## config.mk

```make
export PLATFORM = sky130hd
export DESIGN_NAME = uart_rx
export DESIGN_NICKNAME = d
export VERILOG_FILES = /design/src/rtl/tqv_uart_pkg.sv /design/src/rtl/uart_rx_fifo.sv /design/src/rtl/uart_rx.sv
export SDC_FILE = /design/constraint.sdc
export NUM_CORES = 1
export LEC_CHECK = 0
export ABC_CLOCK_PERIOD_IN_PS = 3000
export CAP_MARGIN = 20
export CORE_ASPECT_RATIO = 0.8
export CORE_MARGIN = 2
export CORE_UTILIZATION = 35
export DETAILED_ROUTE_END_ITERATION = 8
export MAX_ROUTING_LAYER = met4
export PLACE_DENSITY_LB_ADDON = 0.25
export RECOVER_POWER = 25
export SETUP_SLACK_MARGIN = 0.2
export SKIP_CTS_REPAIR_TIMING = 1
export SLEW_MARGIN = 5
export SYNTH_ARGS = -nofsm -noshare
export SYNTH_HDL_FRONTEND = slang
export SYNTH_HIERARCHICAL = 1
export SYNTH_SLANG_ARGS = --single-unit
```

## constraint.sdc

```tcl
create_clock -name clk -period 3 [get_ports clk]
set_input_delay 0.3 -clock clk [delete_from_list [all_inputs] [get_ports clk]]
set_output_delay 0.3 -clock clk [all_outputs]
set_load 0.01 [all_outputs]
```

## src/rtl/tqv_uart_pkg.sv

```systemverilog
// rtl/tqv_uart_pkg.sv - shared types and constants for the tinyQV UART blocks
package tqv_uart_pkg;

    typedef enum logic [2:0] {
        IDLE,
        START,
        DATA,
        STOP,
        BREAK
    } rx_state_t;

    localparam int DEFAULT_DIVISOR = 217;
    localparam int UART_DATA_BITS  = 8;

endpackage

```

## src/rtl/uart_rx_fifo.sv

```systemverilog
// rtl/uart_rx_fifo.sv - first-word-fall-through receive FIFO for uart_rx
//
// Ports:
//   clk, rst_n      clock, asynchronous active-low reset
//   push, push_data write a byte (dropped when full unless popped this cycle)
//   pop             remove head entry; ignored when empty
//   head            current head entry (meaningful only while !empty)
//   empty, full     occupancy status from the pointer compare
//   overflow_pulse  one-cycle pulse when a push was dropped
module uart_rx_fifo
    import tqv_uart_pkg::*;
#(
    parameter int FIFO_DEPTH = 4
) (
    input  logic                      clk,
    input  logic                      rst_n,
    input  logic                      push,
    input  logic [UART_DATA_BITS-1:0] push_data,
    input  logic                      pop,
    output logic [UART_DATA_BITS-1:0] head,
    output logic                      empty,
    output logic                      full,
    output logic                      overflow_pulse
);

    localparam int AW = $clog2(FIFO_DEPTH);

    logic [AW:0]               wr_ptr_q, wr_ptr_d;
    logic [AW:0]               rd_ptr_q, rd_ptr_d;
    logic [UART_DATA_BITS-1:0] mem_q [FIFO_DEPTH];
    logic [UART_DATA_BITS-1:0] mem_d [FIFO_DEPTH];
    logic                      do_push;
    logic                      do_pop;

    assign empty = (wr_ptr_q == rd_ptr_q);
    // Same slot but different lap: the writer is a full buffer ahead.
    assign full  = (wr_ptr_q[AW] != rd_ptr_q[AW]) &&
                   (wr_ptr_q[AW-1:0] == rd_ptr_q[AW-1:0]);

    // A pop while full frees the slot the simultaneous push lands in;
    // a pop while empty is ignored so a same-cycle push simply lands.
    assign do_pop         = pop & ~empty;
    assign do_push        = push & (~full | do_pop);
    assign overflow_pulse = push & full & ~do_pop;

    assign head = mem_q[rd_ptr_q[AW-1:0]];

    always_comb begin
        mem_d    = mem_q;
        wr_ptr_d = wr_ptr_q;
        rd_ptr_d = rd_ptr_q;
        if (do_push) begin
            mem_d[wr_ptr_q[AW-1:0]] = push_data;
            wr_ptr_d                = wr_ptr_q + 1'b1;
        end
        if (do_pop) begin
            rd_ptr_d = rd_ptr_q + 1'b1;
        end
    end

    always_ff @(posedge clk or negedge rst_n) begin
        if (!rst_n) begin
            wr_ptr_q <= '0;
            rd_ptr_q <= '0;
            for (int i = 0; i < FIFO_DEPTH; i++) begin
                mem_q[i] <= '0;
            end
        end else begin
            wr_ptr_q <= wr_ptr_d;
            rd_ptr_q <= rd_ptr_d;
            mem_q    <= mem_d;
        end
    end

endmodule

```

## src/rtl/uart_rx.sv

```systemverilog
// rtl/uart_rx.sv - 8N1 UART receiver with FWFT receive FIFO and sticky error flags
//
// Ports:
//   clk, rst_n  clock, asynchronous active-low reset
//   rxd         raw serial input (asynchronous, idle high)
//   rd_en       pop the FIFO head
//   rd_data     FIFO head byte, valid while rx_valid
//   rx_valid    FIFO non-empty
//   fifo_full   FIFO holds FIFO_DEPTH bytes
//   frame_err   sticky: stop bit sampled low
//   overrun     sticky: good byte dropped because FIFO was full
//   clr_err     clears both sticky flags (a coincident new error wins)
//   busy        receiver is inside a frame (or waiting out a break)
module uart_rx
    import tqv_uart_pkg::*;
#(
    parameter int DIVISOR    = DEFAULT_DIVISOR,
    parameter int FIFO_DEPTH = 4
) (
    input  logic                      clk,
    input  logic                      rst_n,
    input  logic                      rxd,
    input  logic                      rd_en,
    output logic [UART_DATA_BITS-1:0] rd_data,
    output logic                      rx_valid,
    output logic                      fifo_full,
    output logic                      frame_err,
    output logic                      overrun,
    input  logic                      clr_err,
    output logic                      busy
);

    localparam int CW = $clog2(DIVISOR);
    localparam int BW = $clog2(UART_DATA_BITS);
    localparam logic [CW-1:0] HALF_LOAD = CW'(DIVISOR / 2 - 1);
    localparam logic [CW-1:0] FULL_LOAD = CW'(DIVISOR - 1);
    localparam logic [BW-1:0] LAST_BIT  = BW'(UART_DATA_BITS - 1);

    logic                      s1_q, s1_d;
    logic                      s2_q, s2_d;
    logic                      s3_q, s3_d;
    rx_state_t                 state_q, state_d;
    logic [CW-1:0]             cnt_q, cnt_d;
    logic [BW-1:0]             bit_idx_q, bit_idx_d;
    logic [UART_DATA_BITS-1:0] shift_q, shift_d;
    logic                      frame_err_q, frame_err_d;
    logic                      overrun_q, overrun_d;

    logic                      start_det;
    logic                      tick;
    logic                      push;
    logic                      fe_event;
    logic                      fifo_empty;
    logic                      overflow_pulse;

    // s3 is a delayed copy of s2 so a falling edge shows as s3=1, s2=0.
    always_comb begin
        s1_d = rxd;
        s2_d = s1_q;
        s3_d = s2_q;
    end

    assign start_det = s3_q & ~s2_q;
    assign tick      = (cnt_q == '0);

    always_comb begin
        state_d   = state_q;
        cnt_d     = cnt_q;
        bit_idx_d = bit_idx_q;
        shift_d   = shift_q;
        push      = 1'b0;
        fe_event  = 1'b0;
        case (state_q)
            IDLE: begin
                if (start_det) begin
                    // Half a bit lands the first sample mid start bit.
                    cnt_d   = HALF_LOAD;
                    state_d = START;
                end
            end
            START: begin
                if (!tick) begin
                    cnt_d = cnt_q - 1'b1;
                end else if (s2_q) begin
                    state_d = IDLE;
                end else begin
                    cnt_d     = FULL_LOAD;
                    bit_idx_d = '0;
                    state_d   = DATA;
                end
            end
            DATA: begin
                if (!tick) begin
                    cnt_d = cnt_q - 1'b1;
                end else begin
                    shift_d[bit_idx_q] = s2_q;
                    cnt_d              = FULL_LOAD;
                    if (bit_idx_q == LAST_BIT) begin
                        state_d = STOP;
                    end else begin
                        bit_idx_d = bit_idx_q + 1'b1;
                    end
                end
            end
            STOP: begin
                if (!tick) begin
                    cnt_d = cnt_q - 1'b1;
                end else if (s2_q) begin
                    // Leaving mid stop bit keeps back-to-back start edges visible.
                    push    = 1'b1;
                    state_d = IDLE;
                end else begin
                    fe_event = 1'b1;
                    state_d  = BREAK;
                end
            end
            BREAK: begin
                // Hold off until the line recovers so a long low is one error.
                if (s2_q) begin
                    state_d = IDLE;
                end
            end
            default: begin
                state_d = IDLE;
            end
        endcase
    end

    // Set has priority over clear so a coincident error is never lost.
    always_comb begin
        frame_err_d = (frame_err_q & ~clr_err) | fe_event;
        overrun_d   = (overrun_q & ~clr_err) | overflow_pulse;
    end

    always_ff @(posedge clk or negedge rst_n) begin
        if (!rst_n) begin
            s1_q        <= 1'b1;
            s2_q        <= 1'b1;
            s3_q        <= 1'b1;
            state_q     <= IDLE;
            cnt_q       <= '0;
            bit_idx_q   <= '0;
            shift_q     <= '0;
            frame_err_q <= 1'b0;
            overrun_q   <= 1'b0;
        end else begin
            s1_q        <= s1_d;
            s2_q        <= s2_d;
            s3_q        <= s3_d;
            state_q     <= state_d;
            cnt_q       <= cnt_d;
            bit_idx_q   <= bit_idx_d;
            shift_q     <= shift_d;
            frame_err_q <= frame_err_d;
            overrun_q   <= overrun_d;
        end
    end

    uart_rx_fifo #(
        .FIFO_DEPTH(FIFO_DEPTH)
    ) u_fifo (
        .clk           (clk),
        .rst_n         (rst_n),
        .push          (push),
        .push_data     (shift_q),
        .pop           (rd_en),
        .head          (rd_data),
        .empty         (fifo_empty),
        .full          (fifo_full),
        .overflow_pulse(overflow_pulse)
    );

    assign rx_valid  = ~fifo_empty;
    assign frame_err = frame_err_q;
    assign overrun   = overrun_q;
    assign busy      = (state_q != IDLE);

endmodule

```

==> flow_summary.html <==
<table>
<tr><th>Metric</th><th>Value</th></tr>
<tr><th colspan="2">Worst setup path</th></tr>
<tr><td>Worst Reg-to-Reg Cells</td><td>10</td></tr>
<tr><td>Crit-path slowest cell</td><td>clkdlybuf4s50_1</td></tr>
<tr><td>Sum of buffers and inverters on the critical path</td><td>2</td></tr>
<tr><td>Register-to-register path setup slack</td><td>between 0.5 and 0.6 ns</td></tr>
<tr><td>Element type at the critical path start</td><td>flip-flop</td></tr>
<tr><td>CP Data Required Time</td><td>~2.7 ns</td></tr>
<tr><td>CP Cell Sequence</td><td>xor2_1 &gt; buf_4 &gt; nor3_1 &gt; clkdlybuf4s50_1</td></tr>
<tr><td>Peak per-stage delay on the critical path</td><td>between 0.5 and 0.6 ns</td></tr>
<tr><td>Critical Path Fanout Max</td><td>11</td></tr>
<tr><td>Kind of critical path</td><td>flip-flop to output pin</td></tr>
<tr><td>Worst reg2reg endpoint</td><td>u_fifo/mem_q[8]$_DFFE_PN0P_</td></tr>
<tr><td>Critical path arrival</td><td>2.23 ns</td></tr>
<tr><td>Crit Reg-Reg Startpoint</td><td>cnt_q[0]$_DFFE_PN0P_</td></tr>
<tr><td>Sort of element at the end of the critical path</td><td>output pin</td></tr>
<tr><td>Cell class contributing the biggest share of worst-path delay</td><td>buffers and inverters</td></tr>
<tr><td>Crit. path cell count</td><td>4</td></tr>
<tr><th colspan="2">Min path</th></tr>
<tr><td>Hold path endpoint</td><td>s2_q$_DFF_PN1_</td></tr>
<tr><td>Worst hold path depth</td><td>0</td></tr>
<tr><td>Worst hold start</td><td>s1_q$_DFF_PN1_</td></tr>
<tr><td>Classification of the worst-slack hold path</td><td>flip-flop to flip-flop</td></tr>
<tr><th colspan="2">Synthesis</th></tr>
<tr><td>Distinct cells, synth</td><td>56</td></tr>
<tr><td>Yosys warnings</td><td>6</td></tr>
<tr><td>Share of synthesized flip-flops with an asynchronous set or reset</td><td>1.000</td></tr>
<tr><td>Count of mapped cells out of synthesis</td><td>261</td></tr>
<tr><td>Leading cell types by total area after synthesis</td><td>dfrtp_1, mux2_2, mux4_2</td></tr>
<tr><td>Fraction of the yosys area taken by sequential cells</td><td>0.4857</td></tr>
<tr><td>Post-synth EDFFs</td><td>0</td></tr>
<tr><td>Library cell occupying the most area in the post-synthesis netlist</td><td>dfrtp_1</td></tr>
<tr><td>Netlist area before placement</td><td>3357 um^2</td></tr>
<tr><td>Proportion of netlist area held by the largest area contributor</td><td>0.4622</td></tr>
<tr><td>Primary flip-flop cell chosen by synthesis mapping</td><td>dfrtp_1</td></tr>
<tr><td>Flip-flop and latch count after synthesis</td><td>65</td></tr>
<tr><td>Synthesized Nets</td><td>between 200 and 300</td></tr>
<tr><td>Average instance area after synthesis</td><td>approximately 13 um^2</td></tr>
<tr><td>Most frequent cells after synthesis</td><td>dfrtp_1, mux2_2, inv_1</td></tr>
<tr><td>Most repeated cell in the gate-level netlist after synthesis</td><td>dfrtp_1</td></tr>
<tr><th colspan="2">Drt</th></tr>
<tr><td>Vias after detailed routing</td><td>2192</td></tr>
<tr><td>DRC Markers</td><td>0</td></tr>
<tr><td>Avg WL per Cell</td><td>16.22 um</td></tr>
<tr><td>Vias per Instance</td><td>between 5 and 6</td></tr>
<tr><td>DRT antenna net count</td><td>0</td></tr>
<tr><td>Post-Route WL</td><td>about 6600 um</td></tr>
<tr><td>DR pass1 iterations</td><td>4</td></tr>
<tr><td>DRC marker count from the first detailed-route iteration</td><td>slightly below 80</td></tr>
<tr><th colspan="2">GRT</th></tr>
<tr><td>Pin count of the biggest net entering global routing</td><td>24</td></tr>
<tr><td>Antenna violations before repair</td><td>0</td></tr>
<tr><td>First-pass GRT wire length</td><td>around 11000 um</td></tr>
<tr><td>Grt ovf</td><td>0</td></tr>
<tr><td>GRT Overall Usage</td><td>0.1449</td></tr>
<tr><td>Number of global-route vias before repair</td><td>roughly 2.3k</td></tr>
<tr><th colspan="2">Floorplan</th></tr>
<tr><td>Starting utilization of the core area</td><td>0.3652</td></tr>
<tr><td>DIE HEIGHT</td><td>91.60 um</td></tr>
<tr><td>Horiz. Die Dim</td><td>approximately 110 um</td></tr>
<tr><td>Placeable core area</td><td>just over 9000 um^2</td></tr>
<tr><td>Top-level I/O count</td><td>18</td></tr>
<tr><td>Std-Cell Rows</td><td>31</td></tr>
<tr><td>Die area</td><td>~10000 um^2</td></tr>
<tr><th colspan="2">Timing</th></tr>
<tr><td>Aggregate negative setup slack</td><td>0 ns</td></tr>
<tr><td>Achievable clock frequency</td><td>a little under 0.4 GHz</td></tr>
<tr><td>Minimum period implied by the final worst setup slack</td><td>around 2.5 ns</td></tr>
<tr><td>Max Clock Skew</td><td>0.007525 ns</td></tr>
<tr><td>Slew @ Worst Pin</td><td>about 1.4 ns</td></tr>
<tr><td>Setup repair after global routing missed its margin</td><td>false</td></tr>
<tr><td>Final Hold Viols</td><td>0</td></tr>
<tr><td>Final setup violating endpoints</td><td>0</td></tr>
<tr><td>Max Slew Vio Count</td><td>0</td></tr>
<tr><td>Fraction of the cycle the final worst path needs</td><td>0.8419</td></tr>
<tr><td>Slew HR</td><td>0.09591</td></tr>
<tr><th colspan="2">Clock network</th></tr>
<tr><td>Clock root cell</td><td>clkbuf_16</td></tr>
<tr><td>Clock transition at the registers of the reported paths</td><td>0.06 ns</td></tr>
<tr><td>Clk Latency, worst-skew pair</td><td>0.34 ns</td></tr>
<tr><td>Clock tree from TritonCTS</td><td>built</td></tr>
<tr><td>Count of clock tree sinks</td><td>65</td></tr>
<tr><td>Number of buffers inserted during clock tree synthesis</td><td>9</td></tr>
<tr><td>Number of buffers between clock root and the deepest sink</td><td>2</td></tr>
<tr><td>CTS HTree Levels</td><td>3</td></tr>
<tr><th colspan="2">Place</th></tr>
<tr><td>Input/output buffers</td><td>17</td></tr>
<tr><td>DP Wirelength</td><td>roughly 4500 um</td></tr>
<tr><td>Number of placed instances, taps included</td><td>391</td></tr>
<tr><td>Area after detailed placement</td><td>~3700 um^2</td></tr>
<tr><td>Routability congestion estimate</td><td>~0.8</td></tr>
<tr><th colspan="2">Power and ir drop</th></tr>
<tr><td>Power per standard cell area</td><td>between 600 and 700 nW/um^2</td></tr>
<tr><td>Maximum vdd drop</td><td>between 300 and 400 uV</td></tr>
<tr><td>Total chip power</td><td>~2.5 mW</td></tr>
<tr><td>P_leak</td><td>~1.8 nW</td></tr>
<tr><th colspan="2">Layout</th></tr>
<tr><td>Share of cells above drive strength 1</td><td>0.2901</td></tr>
<tr><td>Design Area, Final</td><td>between 3000 and 4000 um^2</td></tr>
<tr><td>Final standard cell count with taps included and fillers excluded</td><td>slightly above 400</td></tr>
<tr><td>Total inserted antenna cells</td><td>0</td></tr>
<tr><td>Net count of the finished layout</td><td>~300</td></tr>
<tr><td>Fill count</td><td>around 860</td></tr>
<tr><td>Syn-to-layout area delta</td><td>18.82%</td></tr>
<tr><th colspan="2">Flow run</th></tr>
<tr><td>Maxcap violations</td><td>0</td></tr>
<tr><th colspan="2">Status</th></tr>
<tr><td>Run status</td><td>finished, final reports clean</td></tr>
</table>
-- placed cells by master, fill, tap and decap left out, types with 3 or more instances in the layout --
cell type        instances
inv_1                   11
nand2_1                  7
xnor2_1                  3
clkdlybuf4s50_1         15
a211oi_1                 3
o41ai_4                  4
a21oi_1                  4
nand3_1                  9
nand2b_1                 3
o31ai_1                  5
nor3_1                   9
o21ai_0                  7
mux2_2                  39
buf_4                    6
mux4_2                   8
dfrtp_1                 62
ha_1                     9
clkbuf_16                9
mux2_1                   3
and3_1                   3
nor4_1                   3
and2_1                   4
nor2_1                  10
-- final cells by class --
type	instances	area [um^2]	area share
repair buffers	25	224.0	0.05615
multi-input cells	176	1634	0.4097
flip-flops and latches	65	1630	0.4087
inverters	11	41.29	0.01035
well taps	115	143.9	0.03607
clock buffers	11	252.7	0.06336
clock inverters	5	62.56	0.01568
-- layer usage --
| metal | GRT usage | wire (um) | up-vias |
|---|---|---|---|
| met1 | 0.1921 | 3372 | 1107 |
| met3 | 0.04139 | 200 | 12 |
| li1 | - | - | 1044 |
| met2 | 0.2081 | 2933 | 29 |
| met4 | 0.06098 | 110 | 0 |
| met5 | - | 0 | - |
-- sequential cells by signal (all words and copies together) (netlist names), 3 cells and up --
name	count
u_fifo/mem_q	32
bit_idx_q	3
u_fifo/wr_ptr_q	3
shift_q	8
u_fifo/rd_ptr_q	3
state_q	3
cnt_q	8
-- cell families (layout without fill, tap and decap cells) --
| group | after synthesis | after routing | share of synthesized area |
|---|---|---|---|
| flip-flops | 65 | 65 | 0.4857 |
| AO/OA/AOI/OAI | 41 | 41 | 0.1111 |
| AND/OR/NAND/NOR | 68 | 68 | 0.1219 |
| multiplexers | 51 | 51 | 0.1975 |
| buffers and inverters | 20 | 52 | 0.02758 |
| adder cells (fa/ha/maj) | 9 | 9 | 0.03355 |
| XOR/XNOR | 7 | 7 | 0.02274 |
-- worst max path at each step --
stage	startpoint	endpoint	slack (ns)
after CTS	u_fifo/rd_ptr_q[1]$_DFFE_PN0P_	fifo_full	0.46
after global placement	rd_en	u_fifo/mem_q[2]$_DFFE_PN0P_	0.56
after floorplan	cnt_q[2]$_DFFE_PN0P_	u_fifo/mem_q[31]$_DFFE_PN0P_	0.63
after detailed placement	cnt_q[0]$_DFFE_PN0P_	u_fifo/mem_q[10]$_DFFE_PN0P_	0.53
final	u_fifo/rd_ptr_q[1]$_DFFE_PN0P_	fifo_full	0.47
after global routing	cnt_q[0]$_DFFE_PN0P_	u_fifo/mem_q[9]$_DFFE_PN0P_	0.37
-- where the power goes --
group          total [mW]  internal [mW]  switching [mW]
Sequential           1.04          0.940           0.104
Clock                1.09          0.692           0.396
Combinational       0.319          0.149           0.170
Total                2.45           1.78           0.670
-- stage by stage --
stage | hold slack [ns] | setup slack (ns) | utilization
final | 0.3601 | 0.4744 | 0.4339
after global routing | 0.3630 | 0.3698 | 0.4339
after CTS | -0.03546 | 0.4570 | 0.4332
after detailed placement | 0.3279 | 0.5331 | 0.3989
after global placement | 0.3128 | 0.5640 | 0.3989
after floorplan | 0.004409 | 0.6323 | -
Note: power is estimated with default switching activity, not from simulation.
